$ cat src/rtl/inst_fetch_queue.sv
// rtl/inst_fetch_queue.sv - RV64I fetch stage: PC, in-order fetch queue, redirect flush
module inst_fetch_queue #(
    parameter logic [63:0] RESET_PC = 64'h0,
    parameter int unsigned DEPTH    = 4
) (
    input  logic        clk,
    input  logic        rst_n,
    output logic        imem_req_valid,
    input  logic        imem_req_ready,
    output logic [63:0] imem_req_addr,
    input  logic        imem_rsp_valid,
    input  logic [31:0] imem_rsp_data,
    input  logic        redirect_valid,
    input  logic [63:0] redirect_pc,
    output logic        id_valid,
    input  logic        id_ready,
    output logic [31:0] id_inst,
    output logic [63:0] id_pc
);
    localparam int PW = $clog2(DEPTH);
    localparam int CW = PW + 1;
    // Extra bit so back-to-back redirects with responses still outstanding cannot wrap.
    localparam int DW = CW + 1;
    localparam logic [31:0] NOP = 32'h0000_0013;

    logic [63:0]      pc_q, pc_d;
    logic             run_q;
    logic [PW-1:0]    head_q, head_d;
    logic [PW-1:0]    tail_q, tail_d;
    logic [PW-1:0]    fptr_q, fptr_d;
    logic [CW-1:0]    alloc_cnt_q, alloc_cnt_d;
    logic [CW-1:0]    fill_cnt_q, fill_cnt_d;
    logic [DW-1:0]    drop_cnt_q, drop_cnt_d;
    logic [DEPTH-1:0] filled_q, filled_d;
    logic [63:0]      ent_pc_q   [DEPTH];
    logic [31:0]      ent_inst_q [DEPTH];

    logic             req_fire;
    logic             pop;
    logic             fill;
    logic [CW-1:0]    unfilled;

    assign imem_req_valid = run_q && (alloc_cnt_q < CW'(DEPTH)) && !redirect_valid;
    assign imem_req_addr  = pc_q;
    assign req_fire       = imem_req_valid && imem_req_ready;

    assign id_valid = filled_q[head_q];
    assign id_inst  = id_valid ? ent_inst_q[head_q] : NOP;
    assign id_pc    = id_valid ? ent_pc_q[head_q] : 64'h0;

    assign pop      = id_valid && id_ready && !redirect_valid;
    assign fill     = imem_rsp_valid && (drop_cnt_q == '0) && !redirect_valid;
    assign unfilled = alloc_cnt_q - fill_cnt_q;

    always_comb begin
        pc_d        = pc_q;
        head_d      = head_q;
        tail_d      = tail_q;
        fptr_d      = fptr_q;
        alloc_cnt_d = alloc_cnt_q;
        fill_cnt_d  = fill_cnt_q;
        drop_cnt_d  = drop_cnt_q;
        filled_d    = filled_q;
        if (redirect_valid) begin
            pc_d        = {redirect_pc[63:2], 2'b00};
            head_d      = '0;
            tail_d      = '0;
            fptr_d      = '0;
            alloc_cnt_d = '0;
            fill_cnt_d  = '0;
            filled_d    = '0;
            // A response landing now consumes either a pending drop or one unfilled slot.
            drop_cnt_d  = drop_cnt_q + DW'(unfilled) - DW'(imem_rsp_valid);
        end else begin
            if (req_fire) begin
                pc_d             = pc_q + 64'd4;
                tail_d           = tail_q + PW'(1);
                filled_d[tail_q] = 1'b0;
            end
            if (imem_rsp_valid && (drop_cnt_q != '0)) begin
                drop_cnt_d = drop_cnt_q - DW'(1);
            end
            if (fill) begin
                filled_d[fptr_q] = 1'b1;
                fptr_d           = fptr_q + PW'(1);
            end
            if (pop) begin
                filled_d[head_q] = 1'b0;
                head_d           = head_q + PW'(1);
            end
            alloc_cnt_d = alloc_cnt_q + CW'(req_fire) - CW'(pop);
            fill_cnt_d  = fill_cnt_q + CW'(fill) - CW'(pop);
        end
    end

    always_ff @(posedge clk or negedge rst_n) begin
        if (!rst_n) begin
            pc_q        <= RESET_PC;
            run_q       <= 1'b0;
            head_q      <= '0;
            tail_q      <= '0;
            fptr_q      <= '0;
            alloc_cnt_q <= '0;
            fill_cnt_q  <= '0;
            drop_cnt_q  <= '0;
            filled_q    <= '0;
        end else begin
            pc_q        <= pc_d;
            run_q       <= 1'b1;
            head_q      <= head_d;
            tail_q      <= tail_d;
            fptr_q      <= fptr_d;
            alloc_cnt_q <= alloc_cnt_d;
            fill_cnt_q  <= fill_cnt_d;
            drop_cnt_q  <= drop_cnt_d;
            filled_q    <= filled_d;
        end
    end

    // Payload storage needs no reset: it is only visible through filled_q.
    always_ff @(posedge clk) begin
        if (req_fire) begin
            ent_pc_q[tail_q] <= pc_q;
        end
        if (fill) begin
            ent_inst_q[fptr_q] <= imem_rsp_data;
        end
    end
endmodule

$ cat config.mk
export PLATFORM = sky130hd
export DESIGN_NAME = inst_fetch_queue
export DESIGN_NICKNAME = d
export VERILOG_FILES = /design/src/rtl/inst_fetch_queue.sv
export SDC_FILE = /design/constraint.sdc
export NUM_CORES = 1
export LEC_CHECK = 0
export CORE_ASPECT_RATIO = 0.9
export CORE_UTILIZATION = 25
export CTS_CLUSTER_DIAMETER = 200
export CTS_CLUSTER_SIZE = 16
export DETAILED_ROUTE_END_ITERATION = 8
export PLACE_DENSITY = 0.54
export SETUP_SLACK_MARGIN = 0.02
export SLEW_MARGIN = 20
export SYNTH_ARGS = -nofsm -noshare
export SYNTH_HDL_FRONTEND = slang
export SYNTH_SLANG_ARGS = --single-unit
export TNS_END_PERCENT = 5
$ cat constraint.sdc
create_clock -name clk -period 6.2 [get_ports clk]
set_clock_uncertainty 0.05 [all_clocks]
set_input_delay 1.24 -clock clk [delete_from_list [all_inputs] [get_ports clk]]
set_output_delay 1.24 -clock clk [all_outputs]
set_load 0.01 [all_outputs]
==> qor.yml <==
clocking:
  postCtsSetupBuffers: 0
  cts_tree: "yes"
  cts_buffers: 34
  cts_sinks: 459
  insertion_delay_ps: 570
  clk_path_buf_depth: 3
  ctsResizeCount: 0
  clk_pin_slew_worst_paths_ps: 80
  cts-root-buf: "clkbuf_16"
  htree_levels: 2
  postCtsHoldBufs: 0
sta:
  fin_crit_sh_pct: 72.03
  fin_setup_tns_ps: 0
  fmax_mhz: 223.9
  hold_violations: 0
  max_slew_margin_pct: 26.59
  holdWs_ps: 506.3
  rsz0062_at_grt: "false"
  setup_viol_count_final: 0
  maxSlewViolCount: 0
  period_minus_slack_ps: 4466
  tightest_slew_ps: 1101
global_routing:
  antenna_found_initial: 12
  grt_max_degree: 98
  grt_pass1_wl_mm: 80.47
  grt_util_all_layers_pct: 13.80
  grt_overflow: 0
  grt_pass1_vias: 11940
pwr:
  leakage_nw: 7.733
  power_density_nw_per_um2: 274.0
  vdd_drop_max_uv: 141.2
critical_path:
  cp.required_ps: 4910
  worstPathArrival_ps: 3180
  cp_cell_sequence: "buf_4, mux4_2, and2_1, clkdlybuf4s50_1"
  slowest_delay_ps: 740
  cpLargestDelayFamily: "buffers and inverters"
  r2r_slack_ps: 2930
  critPathSlowestCell: "dfrtp_4"
  crit_path_end_kind: "primary output"
  worstSetupPathType: "register to primary output"
  worstPathMaxFanout: 40
  reg2regPathDepth: 10
  regToRegStartpoint: "head_q[1]"
  path_buf_inv: 2
  start_kind: "register"
  reg2reg_to: "alloc_cnt_q[2]"
synthesis:
  yosys.area.top_type_share_pct: 57.88
  syn-instance-count: 1214
  yosysSeqAreaShare_pct: 68.52
  synth-edff-count: 376
  syn-cell-area_um2: 19510
  synthFlopType: "edfxtp_1"
  postSynthAreaPerCell_um2: 16.07
  synth_cell_types: 56
  yosys_warnings: 0
  ys_ff_latch: 459
  yosys-top-cells-area: "edfxtp_1 (58%), mux4_2 (11%), dfrtp_1 (11%)"
  yosysTopAreaCell: "edfxtp_1"
  synthArstFlopShare_pct: 18.08
final_layout:
  nNetsFinal: 1596
  mostFrequentLayoutCells: "edfxtp_1 (376), clkdlybuf4s50_1 (255), and2_1 (95)"
  synthToLayoutAreaGrowth_pct: 24.44
  final_common_cell: "edfxtp_1"
  drive_gt1_share_pct: 11.75
  final-instance-count-excl-fill: 2519
routing:
  met3_length_mm: 3.717
  wl_met1_mm: 24.66
  drt-wirelength-per-cell_um: 21.76
  avgViaCountPerCell: 4.615
  dr.first_iter.drc_count: 703
  drt_pass1_iterations: 5
  route.met2.wl_mm: 25.39
  top_layer: "met5"
  vias: 11625
  wl_mm: 54.82
  ant_nets: 0
  drc: 0
floorplanning:
  die_area_um2: 79160
  die_x_um: 296.5
  rows: 96
  io_pins: 264
  core_um2: 76750
  start_util_pct: 25.42
  die_y_um: 267.0
worst_hold_path:
  hold_depth: 1
  hp-start: "drop_cnt_q[3]"
  min_path_type: "register to register"
  hold-path-endpoint: "drop_cnt_q[3]"
placed_design:
  gp_congestion: 0.7326
  place_hpwl_mm: 35.16
  place_inst: 2458
  io_buffers: 257
outcome:
  status: "finished, final reports clean"
job:
  drv_cap: 0
==> worst max-delay path by stage <==
stage / start / endpoint / slack [ps] / cells past startpoint
finish: head_q[1] / id_pc[63] / 1730 / 4
global route: head_q[1] / id_inst[0] / 1560 / 4
CTS: head_q[1] / id_inst[0] / 1590 / 4
detailed placement: imem_rsp_valid / ent_inst_q[1][5] / 1920 / 3
global placement: imem_rsp_valid / ent_inst_q[0][15] / 1910 / 3
floorplan: redirect_valid / alloc_cnt_q[2] / 2570 / 12
==> registers in the layout, indices dropped and copies added (netlist names) <==
| signal | count |
|---|---|
| fptr_q | 2 |
| imem_req_addr | 62 |
| ent_pc_q | 248 |
| ent_inst_q | 128 |
| alloc_cnt_q | 3 |
| filled_q | 4 |
| fill_cnt_q | 3 |
| tail_q | 2 |
| drop_cnt_q | 4 |
| head_q | 2 |
| run_q | 1 |
==> cell families after synthesis <==
kind of cell / count (synthesis) / synth area share, %
flops: 459 / 68.52
simple gates: 371 / 10.63
buf+inv: 103 / 2.193
mux: 102 / 11.35
compound gates: 99 / 3.059
xor+xnor: 49 / 2.200
fa+ha+maj: 29 / 2.014
other cells: 2 / 0.03850
==> through the flow <==
step / power (mW) / setup WS, ps / utilization, % / instance area, um2
after floorplan: 4.122 / 2573 / - / 19520
after global placement: 4.583 / 1911 / 30.32 / 23270
after detailed placement: 4.603 / 1916 / 30.36 / 23300
after CTS: 6.763 / 1589 / 31.62 / 24270
after global routing: 6.952 / 1558 / 31.63 / 24270
final: 6.651 / 1734 / 31.63 / 24280
==> synthesized netlist by cell type, types with 15 or more instances <==
master    instances
a31oi_1          19
and2_1           95
and3_1           15
clkbuf_1         39
dfrtp_1          83
edfxtp_1        376
ha_1             25
inv_1            40
mux4_2           95
nand2_1          71
nand3_1          22
nand4_1          29
nor2_1           42
nor4_1           19
o21ai_0          49
or3_1            17
or4_1            21
xnor2_1          27
xor2_1           22
==> metal layers <==
| layer | GRT usage, % | vias to the layer above |
|---|---|---|
| met5 | 0 | - |
| li1 | - | 5161 |
| met1 | 18.89 | 6016 |
| met3 | 3.664 | 67 |
| met2 | 21.84 | 363 |
| met4 | 2.926 | 18 |
==> power breakdown <==
group / internal [mW] / total (mW) / switching [mW]
sequential: 3.47 / 3.62 / 0.152
clock: 1.04 / 2.13 / 1.09
combinational: 0.460 / 0.902 / 0.442
total: 4.97 / 6.65 / 1.68
==> area by class of cell <==
type                            instances  area, um2
Sequential cell                       459      13380
Fill cell                            7541      52480
Clock inverter                          2      22.52
Antenna cell                            1      2.502
Clock buffer                           58      940.9
Multi-Input combinational cell        655       5767
Timing Repair Buffer                  274       2728
Tap cell                             1029       1287
Inverter                               41      153.9
Power figures use the tool's default switching activity.
